[config.mk]
export PLATFORM = sky130hd
export DESIGN_NAME = bpu_bimodal_flat
export DESIGN_NICKNAME = d
export VERILOG_FILES = /design/src/rtl/bpu_bimodal_pkg.sv /design/src/rtl/bpu_bimodal_if.sv /design/src/rtl/bpu_bimodal_sat_ctr.sv /design/src/rtl/bpu_bimodal.sv /design/src/flat_wrapper.sv
export SDC_FILE = /design/constraint.sdc
export NUM_CORES = 2
export LEC_CHECK = 0
export ABC_CLOCK_PERIOD_IN_PS = 17100
export CAP_MARGIN = 20
export CORE_MARGIN = 4
export CORE_UTILIZATION = 35
export DETAILED_ROUTE_END_ITERATION = 10
export SYNTH_ARGS = -nofsm -noshare
export SYNTH_HDL_FRONTEND = slang
export SYNTH_HIERARCHICAL = 1
export SYNTH_SLANG_ARGS = --single-unit
[constraint.sdc]
create_clock -name clk -period 17.1 [get_ports clk]
set_input_delay 3.42 -clock clk [delete_from_list [all_inputs] [get_ports clk]]
set_output_delay 3.42 -clock clk [all_outputs]
set_load 0.05 [all_outputs]
[src/rtl/bpu_bimodal_pkg.sv]
// Shared definitions for the bimodal branch predictor: address width and
// the direction encoding used by fetch and EX.
package bpu_bimodal_pkg;

    localparam int unsigned INST_ADDR_W = 32;

    typedef enum logic {
        NOT_TAKEN = 1'b0,
        TAKEN     = 1'b1
    } dir_e;

endpackage

[src/rtl/bpu_bimodal_if.sv]
// Predictor bus: fetch-side lookup, EX-side training and statistics.
// The pipeline is the master; the predictor is the slave.
interface bpu_bimodal_if #(
    parameter int unsigned ADDR_W = 32,
    parameter int unsigned STAT_W = 32
);
    logic [ADDR_W-1:0] pc_i;
    logic              prdt_taken_o;
    logic [ADDR_W-1:0] prdt_target_o;
    logic              upd_valid_i;
    logic [ADDR_W-1:0] upd_pc_i;
    logic              upd_taken_i;
    logic [ADDR_W-1:0] upd_target_i;
    logic              upd_mispred_i;
    logic              clear_i;
    logic [STAT_W-1:0] stat_branches_o;
    logic [STAT_W-1:0] stat_mispred_o;

    modport master (
        output pc_i, upd_valid_i, upd_pc_i, upd_taken_i, upd_target_i,
               upd_mispred_i, clear_i,
        input  prdt_taken_o, prdt_target_o, stat_branches_o, stat_mispred_o
    );

    modport slave (
        input  pc_i, upd_valid_i, upd_pc_i, upd_taken_i, upd_target_i,
               upd_mispred_i, clear_i,
        output prdt_taken_o, prdt_target_o, stat_branches_o, stat_mispred_o
    );
endinterface

[src/rtl/bpu_bimodal_sat_ctr.sv]
// Next-value logic for a W-bit saturating counter: load has priority,
// then increment (capped at all-ones), then decrement (floored at zero).
module bpu_bimodal_sat_ctr #(
    parameter int unsigned W = 2
) (
    input  logic [W-1:0] cur,
    input  logic         inc,
    input  logic         dec,
    input  logic         load,
    input  logic [W-1:0] load_val,
    output logic [W-1:0] nxt
);
    always_comb begin
        nxt = cur;
        if (load) begin
            nxt = load_val;
        end else if (inc && (cur != '1)) begin
            nxt = cur + W'(1);
        end else if (dec && (cur != '0)) begin
            nxt = cur - W'(1);
        end
    end
endmodule

[src/rtl/bpu_bimodal.sv]
// Bimodal branch predictor: tagged BTB with per-entry saturating counters,
// zero-latency lookup, registered training and saturating statistics.
module bpu_bimodal
    import bpu_bimodal_pkg::*;
#(
    parameter int unsigned ADDR_W  = INST_ADDR_W,
    parameter int unsigned ENTRIES = 64,
    parameter int unsigned CTR_W   = 2,
    parameter int unsigned TAG_W   = 8,
    parameter int unsigned STAT_W  = 32
) (
    input logic           clk,
    input logic           rst,
    bpu_bimodal_if.slave  bus
);
    localparam int unsigned IDX_W = $clog2(ENTRIES);
    localparam logic [CTR_W-1:0] WEAK_T  = CTR_W'(1) << (CTR_W - 1);
    localparam logic [CTR_W-1:0] WEAK_NT = WEAK_T - CTR_W'(1);

    logic              valid   [ENTRIES];
    logic [TAG_W-1:0]  tags    [ENTRIES];
    logic [ADDR_W-1:0] targets [ENTRIES];
    logic [CTR_W-1:0]  ctrs    [ENTRIES];

    logic [STAT_W-1:0] stat_br;
    logic [STAT_W-1:0] stat_mp;

    logic [IDX_W-1:0]  look_idx;
    logic [TAG_W-1:0]  look_tag;
    logic              look_hit;
    logic              look_taken;

    logic [IDX_W-1:0]  upd_idx;
    logic [TAG_W-1:0]  upd_tag;
    logic              upd_hit;
    logic              upd_taken;
    logic [CTR_W-1:0]  ctr_nxt;

    assign look_idx   = bus.pc_i[IDX_W+1:2];
    assign look_tag   = bus.pc_i[TAG_W+IDX_W+1:IDX_W+2];
    assign look_hit   = valid[look_idx] && (tags[look_idx] == look_tag);
    assign look_taken = look_hit && ctrs[look_idx][CTR_W-1];

    assign bus.prdt_taken_o    = look_taken;
    assign bus.prdt_target_o   = look_taken ? targets[look_idx] : '0;
    assign bus.stat_branches_o = stat_br;
    assign bus.stat_mispred_o  = stat_mp;

    assign upd_idx   = bus.upd_pc_i[IDX_W+1:2];
    assign upd_tag   = bus.upd_pc_i[TAG_W+IDX_W+1:IDX_W+2];
    assign upd_hit   = valid[upd_idx] && (tags[upd_idx] == upd_tag);
    assign upd_taken = (dir_e'(bus.upd_taken_i) == TAKEN);

    bpu_bimodal_sat_ctr #(.W(CTR_W)) u_sat_ctr (
        .cur      (ctrs[upd_idx]),
        .inc      (upd_hit && upd_taken),
        .dec      (upd_hit && !upd_taken),
        .load     (!upd_hit && upd_taken),
        .load_val (WEAK_T),
        .nxt      (ctr_nxt)
    );

    always_ff @(posedge clk) begin
        if (rst) begin
            for (int unsigned i = 0; i < ENTRIES; i++) begin
                valid[i]   <= 1'b0;
                tags[i]    <= '0;
                targets[i] <= '0;
                ctrs[i]    <= WEAK_NT;
            end
            stat_br <= '0;
            stat_mp <= '0;
        end else begin
            // Clear beats a concurrent allocation; statistics still count it.
            if (bus.clear_i) begin
                for (int unsigned i = 0; i < ENTRIES; i++) begin
                    valid[i] <= 1'b0;
                end
            end else if (bus.upd_valid_i && (upd_hit || upd_taken)) begin
                ctrs[upd_idx] <= ctr_nxt;
                if (upd_taken) begin
                    valid[upd_idx]   <= 1'b1;
                    tags[upd_idx]    <= upd_tag;
                    targets[upd_idx] <= bus.upd_target_i;
                end
            end
            if (bus.upd_valid_i) begin
                if (stat_br != '1) stat_br <= stat_br + STAT_W'(1);
                if (bus.upd_mispred_i && (stat_mp != '1)) stat_mp <= stat_mp + STAT_W'(1);
            end
        end
    end
endmodule

[src/flat_wrapper.sv]
// flat-port wrapper written by rule: the top's interface ports become plain ports
module bpu_bimodal_flat import bpu_bimodal_pkg::*;
#(
    parameter int unsigned ADDR_W  = INST_ADDR_W,
    parameter int unsigned ENTRIES = 64,
    parameter int unsigned CTR_W   = 2,
    parameter int unsigned TAG_W   = 8,
    parameter int unsigned STAT_W  = 32
)
  (clk, rst, bus_pc_i, bus_upd_valid_i, bus_upd_pc_i, bus_upd_taken_i, bus_upd_target_i, bus_upd_mispred_i, bus_clear_i, bus_prdt_taken_o, bus_prdt_target_o, bus_stat_branches_o, bus_stat_mispred_o);
  bpu_bimodal_if #(.ADDR_W(ADDR_W), .STAT_W(STAT_W)) bus_i ();
  input logic clk;
  input logic rst;
  input wire logic [$bits(bus_i.pc_i)-1:0] bus_pc_i;
  input wire logic [$bits(bus_i.upd_valid_i)-1:0] bus_upd_valid_i;
  input wire logic [$bits(bus_i.upd_pc_i)-1:0] bus_upd_pc_i;
  input wire logic [$bits(bus_i.upd_taken_i)-1:0] bus_upd_taken_i;
  input wire logic [$bits(bus_i.upd_target_i)-1:0] bus_upd_target_i;
  input wire logic [$bits(bus_i.upd_mispred_i)-1:0] bus_upd_mispred_i;
  input wire logic [$bits(bus_i.clear_i)-1:0] bus_clear_i;
  output wire logic [$bits(bus_i.prdt_taken_o)-1:0] bus_prdt_taken_o;
  output wire logic [$bits(bus_i.prdt_target_o)-1:0] bus_prdt_target_o;
  output wire logic [$bits(bus_i.stat_branches_o)-1:0] bus_stat_branches_o;
  output wire logic [$bits(bus_i.stat_mispred_o)-1:0] bus_stat_mispred_o;
  assign bus_i.pc_i = bus_pc_i;
  assign bus_i.upd_valid_i = bus_upd_valid_i;
  assign bus_i.upd_pc_i = bus_upd_pc_i;
  assign bus_i.upd_taken_i = bus_upd_taken_i;
  assign bus_i.upd_target_i = bus_upd_target_i;
  assign bus_i.upd_mispred_i = bus_upd_mispred_i;
  assign bus_i.clear_i = bus_clear_i;
  assign bus_prdt_taken_o = bus_i.prdt_taken_o;
  assign bus_prdt_target_o = bus_i.prdt_target_o;
  assign bus_stat_branches_o = bus_i.stat_branches_o;
  assign bus_stat_mispred_o = bus_i.stat_mispred_o;
  bpu_bimodal #(.ADDR_W(ADDR_W), .ENTRIES(ENTRIES), .CTR_W(CTR_W), .TAG_W(TAG_W), .STAT_W(STAT_W)) u_core (.clk(clk), .rst(rst), .bus(bus_i));
endmodule
==> impl_metrics.py <==
metrics = {
    "outcome": {
        "outcome": "finished, violations left",
        "failing_checks": "design-rule violations",
    },
    "clock_tree": {
        "clock_sink_count": 2816,
        "cts_tree": "yes",
        "clk_transition_reported_paths_ns": 0.05,
        "insertion_delay_ns": 0.87,
        "post_cts_resized": 0,
        "ctsHtreeMaxLevel": 5,
        "clock_tree.buffer_depth": 4,
        "post-cts-setup-buffer-count": 0,
        "ctsRootBufferMaster": "sky130_fd_sc_hd__clkbuf_16",
        "holdBufCountCts": 0,
        "numCtsBuffers": 300,
    },
    "floorplan": {
        "chipWidth_um": 625,
        "die_area_um2": 391000,
        "fp.dieH_um": 625,
        "ios": 199,
        "row_count": 226,
        "core_um2": 379000,
        "start_util": 0.352,
    },
    "power": {
        "internal_power_mw": 12.0,
        "p_total_mw": 15.6,
        "power_switching_mw": 3.69,
        "switching_share": 0.236,
        "share_seq_of_total_power": 0.509,
        "clock_power_share": 0.402,
        "static-leakage-power_nw": 50.2,
        "vdd_drop_max_uv": 73.6,
        "power_frac_comb": 0.089,
        "power_per_cell_area_nw_per_um2": 105,
    },
    "drt": {
        "wl_per_cell_um": 33.1,
        "post_dr_vias_cell": 5.90,
        "routed_wirelength_mm": 459,
        "ant_nets": 0,
        "drt_iter0_markers": 11674,
        "remaining_drcs": 3,
        "detailedRoute.firstPassIterationCount": 10,
        "vias": 81721,
    },
    "logic_synthesis": {
        "async_reset_ff_frac": 0,
        "synth_warnings": 6,
        "ys_seq_area_frac": 0.625,
        "number_of_flops_mapped_to_enable_cells_by_yosys": 2688,
        "yosys_register_bits": 2816,
        "synth_cells": 8780,
        "synth_cell_type_count": 76,
        "synth_flop_cell": "sky130_fd_sc_hd__edfxtp_1",
        "synth_fp_nets": 8886,
        "synth_area_um2": 133000,
        "avgSynthCellArea_um2": 15.2,
    },
    "finish": {
        "layout_commonest_cell": "sky130_fd_sc_hd__edfxtp_1",
        "final.fill_count": 34352,
        "layout.cells.most_common_list": "sky130_fd_sc_hd__edfxtp_1 (2688), sky130_fd_sc_hd__and2_1 (2507), sky130_fd_sc_hd__mux4_2 (849)",
        "final_layout_size_suffix_gt1_frac": 0.201,
        "register_area_um2": 83300,
        "total_number_of_nets_in_the_final_design": 8671,
        "multi_input_comb_area_um2": 46600,
        "utilization": 0.394,
        "flow.area_growth_from_synthesis_pct": 12.1,
    },
    "global_routing": {
        "grt_antenna_before_repair": 75,
        "gr-total-overflow": 0,
        "grt.total_usage": 0.229,
        "grt_first_pass_wirelength_mm": 635,
        "first_global_vias": 81706,
        "grt_start_max_net_pins": 127,
    },
    "timing": {
        "finalMaxSlewViolations": 0,
        "holdWs_ns": 0.484,
        "worst_slew_margin_rel": 0.152,
        "timing.final.hold_violations": 0,
        "max_slew.worst_pin.slew_ns": 1.26,
        "clock.fmax_ghz": 0.0784,
        "tns_ns": 0,
        "period_needed_ns": 12.76,
        "setup_repair_after_global_routing_missed_its_margin": "false",
        "setup_violations": 0,
        "final_critical_path_setup_slack_ns": 4.34,
        "timing.final.crit_share": 0.746,
        "timing.clock.skew_ns": 0.0660,
    },
    "critical_path": {
        "worst-endpoint-arrival_ns": 9.34,
        "startpoint": "bus_pc_i[2]",
        "endpoint_kind": "output pin",
        "crit_path_max_fanout": 105,
        "cp_data_required_time_ns": 13.68,
        "startpoint_type": "input port",
        "regToRegStartpoint": "u_core/tags[3][7]",
        "critical_path_class": "in2out",
    },
    "placed_design": {
        "detailedPlacementHpwl_mm": 257,
        "count_of_buffers_inserted_at_the_top_level_ports": 162,
        "placement.setup.worst_slack_ns": 4.23,
        "place.gp.congestion": 0.898,
    },
    "worst_hold_path": {
        "hold_path.class": "reg2reg",
        "min_from": "u_core/valid[10]",
    },
    "job": {
        "maxCapViolCount": 0,
    },
}
sequential cells by signal, indices dropped and copies added (netlist names):
signal,flops
u_core/tags,512
u_core/bus.stat_mispred_o,32
u_core/ctrs,128
u_core/targets,2048
u_core/valid,64
u_core/bus.stat_branches_o,32
worst max-delay path, cell delays in order:
cell                              delay [ns]
sky130_fd_sc_hd__buf_8                  0.48
sky130_fd_sc_hd__buf_4                  0.84
sky130_fd_sc_hd__buf_12                 0.69
sky130_fd_sc_hd__mux4_2                 0.62
sky130_fd_sc_hd__mux4_2                 0.57
sky130_fd_sc_hd__o22ai_1                0.26
sky130_fd_sc_hd__or3_1                  0.15
sky130_fd_sc_hd__nand3_1                0.12
sky130_fd_sc_hd__nor4_4                 0.46
sky130_fd_sc_hd__buf_4                  0.39
sky130_fd_sc_hd__and3_1                 0.22
sky130_fd_sc_hd__clkdlybuf4s50_1        0.84
synth_stat cells, types with 49 or more instances:
| library cell | count | area [um^2] |
|---|---|---|
| sky130_fd_sc_hd__and2_1 | 2508 | 15700 |
| sky130_fd_sc_hd__buf_2 | 79 | 395 |
| sky130_fd_sc_hd__mux2_2 | 49 | 552 |
| sky130_fd_sc_hd__nand2_1 | 141 | 529 |
| sky130_fd_sc_hd__a221oi_1 | 58 | 508 |
| sky130_fd_sc_hd__mux2i_1 | 152 | 1520 |
| sky130_fd_sc_hd__a31o_1 | 56 | 490 |
| sky130_fd_sc_hd__a22oi_1 | 77 | 578 |
| sky130_fd_sc_hd__clkbuf_1 | 735 | 2760 |
| sky130_fd_sc_hd__o21ai_0 | 70 | 350 |
| sky130_fd_sc_hd__dfxtp_1 | 128 | 2560 |
| sky130_fd_sc_hd__a211oi_1 | 76 | 571 |
| sky130_fd_sc_hd__nor3_1 | 80 | 400 |
| sky130_fd_sc_hd__buf_1 | 85 | 319 |
| sky130_fd_sc_hd__or2_2 | 71 | 444 |
| sky130_fd_sc_hd__nor2_1 | 193 | 724 |
| sky130_fd_sc_hd__o211ai_1 | 88 | 661 |
| sky130_fd_sc_hd__a21oi_1 | 58 | 290 |
| sky130_fd_sc_hd__edfxtp_1 | 2688 | 80700 |
| sky130_fd_sc_hd__a21o_1 | 64 | 480 |
| sky130_fd_sc_hd__mux4_2 | 849 | 19100 |
| sky130_fd_sc_hd__and3_1 | 49 | 307 |
layer usage:
| layer | vias to the layer above | routed length (um) | share of wire | global-route usage |
|---|---|---|---|---|
| met3 | 1133 | 48000 | 0.10 | 0.0490 |
| met4 | 14 | 22800 | 0.050 | 0.100 |
| li1 | 32536 | - | - | - |
| met1 | 42931 | 167000 | 0.36 | 0.289 |
| met5 | - | 101 | 0.00022 | 0 |
| met2 | 5107 | 221000 | 0.48 | 0.379 |
cells by family after synthesis:
kind of cell | share of synthesized area
buf+inv | 0.0298
fa+ha+maj | 0.000375
other cells | 0.0000563
compound gates | 0.0397
xor+xnor | 0.00401
flops | 0.625
simple gates | 0.142
mux | 0.159
power groups by stage:
stage | Combinational [mW] | Sequential [mW] | Clock (mW)
floorplan | 0.799 | 8.06 | 0
detailed placement | 1.36 | 8.10 | 0
CTS | 1.36 | 7.96 | 6.37
global route | 1.43 | 7.98 | 6.64
finish | 1.40 | 7.96 | 6.28
global placement | 1.35 | 8.08 | 0
final cells by class:
cell class	count	share of cell area
clock inverter	123	0.00702
tap	5016	0.0420
multi-input combinational	5001	0.312
antenna	52	0.000871
timing repair buffer	430	0.0259
clock buffer	398	0.0545
inverter	16	0.000402
sequential	2816	0.557
through the flow:
stage	cells	area, um^2
after floorplan	8780	133000
after global placement	13257	140000
after detailed placement	13259	140000
after CTS	13780	149000
after global routing	13839	149000
final	13852	149000
worst paths after layout:
path | to | slack, ns | depth (start not counted)
worst min-delay path | u_core/valid[10] | 0.48 | 1
worst max-delay path | bus_prdt_target_o[13] | 4.34 | 12
worst min register to register | u_core/valid[10] | 0.48 | 1
worst max register to register | u_core/ctrs[46][0] | 11.42 | 13
Power figures use the tool's default switching activity.
